`config.mk`:
```
export PLATFORM = sky130hd
export DESIGN_NAME = glitch_pulse_gen
export DESIGN_NICKNAME = d
export VERILOG_FILES = /design/src/rtl/glitch_pulse_gen.sv
export SDC_FILE = /design/constraint.sdc
export NUM_CORES = 1
export LEC_CHECK = 0
export CORE_MARGIN = 5
export CORE_UTILIZATION = 31
export CTS_BUF_LIST = sky130_fd_sc_hd__clkbuf_8
export CTS_CLUSTER_DIAMETER = 50
export DETAILED_ROUTE_END_ITERATION = 7
export PLACE_DENSITY = 0.51
export SYNTH_ARGS = -nofsm -noshare
export SYNTH_HDL_FRONTEND = slang
export SYNTH_SLANG_ARGS = --single-unit
```
`constraint.sdc`:
```
create_clock -name clk -period 2.1 [get_ports clk]
set_input_delay 0.42 -clock clk [delete_from_list [all_inputs] [get_ports clk]]
set_output_delay 0.42 -clock clk [all_outputs]
set_load 0.1 [all_outputs]
```
`src/rtl/glitch_pulse_gen.sv`:
```
// glitch_pulse_gen: trigger-edge to delayed glitch pulse train timing engine
module glitch_pulse_gen #(
  parameter int DELAY_W = 16,
  parameter int WIDTH_W = 8,
  parameter int COUNT_W = 4
) (
  input  logic        clk,
  input  logic        rst,
  input  logic        cfg_we,
  input  logic [1:0]  cfg_addr,
  input  logic [15:0] cfg_wdata,
  input  logic        arm,
  input  logic        abort,
  input  logic        trig_in,
  output logic        glitch_out,
  output logic        armed,
  output logic        busy,
  output logic        done
);
  typedef enum logic [2:0] {IDLE, ARMED, DELAY, PULSE, GAP} state_t;
  state_t state, nxt;
  logic [DELAY_W-1:0] cfg_delay, s_delay, cnt, cnt_nxt;
  logic [WIDTH_W-1:0] cfg_width, cfg_gap, s_width, s_gap;
  logic [COUNT_W-1:0] cfg_count, s_count, rem, rem_nxt;
  logic trig_prev, rise, done_nxt, snap;
  assign rise = trig_in && !trig_prev;
  // host-visible configuration registers, writable in any state
  always_ff @(posedge clk) begin
    if (rst) begin
      cfg_delay <= '0;
      cfg_width <= WIDTH_W'(1);
      cfg_gap   <= WIDTH_W'(1);
      cfg_count <= COUNT_W'(1);
    end else if (cfg_we) begin
      if (cfg_addr == 2'd0) cfg_delay <= cfg_wdata[DELAY_W-1:0];
      if (cfg_addr == 2'd1) cfg_width <= cfg_wdata[WIDTH_W-1:0];
      if (cfg_addr == 2'd2) cfg_gap   <= cfg_wdata[WIDTH_W-1:0];
      if (cfg_addr == 2'd3) cfg_count <= cfg_wdata[COUNT_W-1:0];
    end
  end
  // snapshot taken on an accepted arm; zero width/gap/count clamp to one
  always_ff @(posedge clk) begin
    if (rst) begin
      s_delay <= '0;
      s_width <= WIDTH_W'(1);
      s_gap   <= WIDTH_W'(1);
      s_count <= COUNT_W'(1);
    end else if (snap) begin
      s_delay <= cfg_delay;
      s_width <= (cfg_width == '0) ? WIDTH_W'(1) : cfg_width;
      s_gap   <= (cfg_gap == '0) ? WIDTH_W'(1) : cfg_gap;
      s_count <= (cfg_count == '0) ? COUNT_W'(1) : cfg_count;
    end
  end
  // next-state logic; one shared down-counter serves delay, pulse and gap phases
  always_comb begin
    nxt = state;
    cnt_nxt = cnt;
    rem_nxt = rem;
    done_nxt = 1'b0;
    snap = 1'b0;
    case (state)
      IDLE: if (arm) begin
        nxt = ARMED;
        snap = 1'b1;
      end
      ARMED: if (rise) begin
        nxt = DELAY;
        cnt_nxt = s_delay;
        rem_nxt = s_count;
      end
      DELAY: begin
        nxt = (cnt == '0) ? PULSE : DELAY;
        cnt_nxt = (cnt == '0) ? DELAY_W'(s_width - 1'b1) : cnt - 1'b1;
      end
      PULSE: begin
        if (cnt != '0) cnt_nxt = cnt - 1'b1;
        else if (rem > COUNT_W'(1)) begin
          nxt = GAP;
          cnt_nxt = DELAY_W'(s_gap - 1'b1);
          rem_nxt = rem - 1'b1;
        end else begin
          nxt = IDLE;
          done_nxt = 1'b1;
        end
      end
      GAP: begin
        nxt = (cnt == '0) ? PULSE : GAP;
        cnt_nxt = (cnt == '0) ? DELAY_W'(s_width - 1'b1) : cnt - 1'b1;
      end
      default: nxt = IDLE;
    endcase
    if (abort) begin
      nxt = IDLE;
      done_nxt = 1'b0;
      snap = 1'b0;
    end
  end
  // state, counters and registered outputs decoded from the next state
  always_ff @(posedge clk) begin
    if (rst) begin
      state <= IDLE;
      cnt <= '0;
      rem <= '0;
      trig_prev <= 1'b0;
      glitch_out <= 1'b0;
      armed <= 1'b0;
      busy <= 1'b0;
      done <= 1'b0;
    end else begin
      state <= nxt;
      cnt <= cnt_nxt;
      rem <= rem_nxt;
      trig_prev <= trig_in;
      glitch_out <= (nxt == PULSE);
      armed <= (nxt == ARMED);
      busy <= (nxt == DELAY) || (nxt == PULSE) || (nxt == GAP);
      done <= done_nxt;
    end
  end
endmodule

```
==> summary.txt <==
Timing
  – Worst-Margin Slew: between 0.5 and 0.6 ns
  – Final worst setup slack: 0.121 ns
  – Relative slew slack: between 60 and 70%
  – # setup viols final: 0
  – RSZ-0062 raised after global routing: true
  – Maximum clock rate: 0.505 GHz
  – Final max-slew violation count: 0
  – Tmin final: 1.98 ns
  – Hold Vio Cnt, Final: 0
  – Fin crit share: 94.2%
  – Setup Skew: roughly 0.0090 ns

Drt
  – Drt wl/cell: approximately 15 um
  – Final ANT Viol Nets: 0
  – 1st-pass router iterations: 4
  – Vias/cell: around 5
  – 1st-iter DRT viols: slightly above 300
  – DRC: 0
  – WL final: ~12 mm
  – Via count: slightly above 4000

Global routing
  – Grt ovf: 0
  – First-pass GRT wire length: slightly above 20 mm
  – Largest net degree at the start of global routing: 40
  – Total track usage: about 15%
  – Vias in the first global route: around 4000
  – Initial antenna violation count: 0

Placed design
  – Placed instance area: around 5300 sq um
  – Dpl hpwl: slightly below 9 mm
  – Post-place setup slack: -0.172 ns
  – Routability congestion estimate: 0.811
  – Buffers on Ports: 27

Clock tree
  – CTS max path bufs: 2
  – H-tree depth: 3
  – Hold_buf cts: 0
  – Root Buffer: clkbuf_8
  – CTS tree: built
  – Cts bufs inserted: 9
  – Clk sinks: 100
  – CTS clk-pin slew, worst paths: ~0.1 ns
  – Worst skew pair latency: about 0.4 ns

Final layout
  – Fillers: ~1500
  – Diode count: 0
  – Area of the multi-input gates: about 2400 sq um
  – Final #Nets: 665
  – Register area: roughly 2000 sq um
  – Final instance area: around 5600 sq um
  – Fraction of layout cells with a size suffix above 1: between 15 and 20%
  – Synth-to-Final Area Change: 23.1%

Critical path
  – Worst path max stage delay: roughly 0.5 ns
  – CP max-delay cell: or3b_2
  – Element type at the critical path end: register
  – Maximum fanout along the worst path: 5
  – CP startpoint kind: register
  – Worst R2R Path Depth: 7
  – Delay-heaviest family, CP: simple AND/OR/NAND/NOR gates
  – Worst path buffer plus inverter count: 1
  – Reg2reg start: state[2]
  – WP data required: about 2.4 ns
  – Critical setup path kind: register to register
  – Worst EP arrival: about 2.3 ns
  – R2r setup slk: 0.12 ns
  – Reg2reg end: cnt[5]
  – Cell Chain, Critical Path: or3b_2, and2_1, a21o_2, buf_4, o22ai_1, a211oi_1, a21oi_1

Die
  – Initial Util: a little under a third
  – DIE WIDTH: 131 um
  – Row count: 44
  – Die H: 131 um
  – Core area: between 10000 and 15000 sq um
  – IO Count: 28
  – Die ar.: 17300 sq um

Outcome
  – Status: finished, final reports clean

Logic synthesis
  – Yosys warning count: 0
  – Post-synth ARST share: 0%
  – Main flop type after synthesis: dfxtp_1
  – Seq cells post-synth: 100
  – Mapped Cells: between 500 and 600
  – Post-synthesis sequential area ratio: a little over two fifths
  – Synth top area share: between 40 and 50%
  – Post-synthesis cell type count: 56
  – Mapped Nets: about 600
  – Post-synth EDFFs: 0
  – Cell taking the most area after synthesis: dfxtp_1
  – Top cells by area, synth: dfxtp_1 44%, nand2_1 12%, a21oi_1 8.1%
  – Synthesized cell area: between 4000 and 5000 sq um
  – Synth cell count leaders: 143 x nand2_1, 100 x dfxtp_1, 74 x a21oi_1, 45 x nor2_1, 21 x clkbuf_1
  – Avg Cell Area, Syn: 7.96 sq um
  – Most frequent cell after synthesis: nand2_1

Hold path
  – Hold Path Class: input pin to register
  – Worst Hold End: trig_prev
  – Hold Path Stages: 2
  – Hold path start: rst

Pwr
  – Peak VDD IR: approximately 0.00040 V
  – Pwr dens: between 600 and 700 nW/um^2
  – Leak Pwr: 2.12 nW
  – Final Total Pwr: around 3.8 mW

Job
  – Max_cap viols: 0
worst max-delay path by stage:
stage | startpoint | to | slack (ns) | depth (start not counted)
2_1_floorplan | rem[0] | rem[0] | 0.17 | 9
3_3_place_gp | trig_in | cnt[8] | -0.14 | 8
3_5_place_dp | trig_in | cnt[2] | -0.17 | 8
4_1_cts | cnt[3] | cnt[15] | 0.04 | 7
5_1_grt | cnt[8] | cnt[13] | -0.0003 | 8
6_report | state[2] | cnt[5] | 0.12 | 7
logic make-up after synthesis:
| family | after synthesis | synth area share, % |
|---|---|---|
| buf+inv | 46 | 5.01 |
| simple gates | 250 | 24.4 |
| compound gates | 140 | 18.8 |
| xor+xnor | 20 | 3.83 |
| mux | 13 | 2.85 |
| flops | 100 | 43.8 |
| fa+ha+maj | 5 | 1.37 |
state kept, by name, summed over array words and instances, names as in the netlist:
signal,cells
rem,4
cfg_count,4
cfg_width,8
s_delay,16
state,3
cfg_gap,8
cfg_delay,16
glitch_out,1
armed,1
done,1
trig_prev,1
s_count,4
busy,1
cnt,16
s_gap,8
s_width,8
layout make-up:
class | count | share of cell area (%)
clock buffers | 10 | 2.45
repair buffers | 83 | 13.0
multi-input cells | 428 | 43.1
flip-flops and latches | 100 | 35.7
well taps | 184 | 4.09
inverters | 14 | 0.934
clock inverters | 6 | 0.800
repair_timing:
item,in CTS,in global routing
setup buffers,0,3
resized for setup,0,27
endpoints found under the setup margin,0,18
per-layer routing:
layer	up-vias	wire length [um]	track usage [%]
li1	2104	-	-
met1	1923	6040	21.0
met2	95	5360	21.5
met3	12	633	3.82
met4	0	125	3.71
met5	-	0	0
cells in the final DEF (no fill, tap or decap), types with 7 or more instances in the layout:
master           count
a21oi_1             71
o21ai_0              9
mux2i_1             13
dfxtp_1             96
nor2_1              44
clkdlybuf4s50_1     22
nor3_1              11
xnor2_1             10
buf_4               55
nand2_1            142
o21ai_1              7
xor2_1              10
inv_1               12
clkbuf_8            10
where the power goes:
group	internal [mW]	switching, mW
clock	0.477	0.722
combinational	0.260	0.325
sequential	1.94	0.0382
worst reg2reg max path: stages (launching register included):
cell and delay [ns]:
dfxtp_1 0.42, or3b_2 0.50, and2_1 0.20, a21o_2 0.23, buf_4 0.16, o22ai_1 0.17
a211oi_1 0.08, a21oi_1 0.16
through the flow:
stage | util (%) | hold slack, ns | std cells | TNS, ns
CTS | 38.1 | 0.288 | 822 | 0
floorplan | - | 0.432 | 574 | 0
finish | 38.9 | 0.302 | 825 | 0
global placement | 36.8 | 0.436 | 806 | -1.51
global route | 38.9 | 0.297 | 825 | -0.000347
detailed placement | 36.8 | 0.443 | 806 | -1.80
No activity file was read; power rests on OpenSTA's default activity.
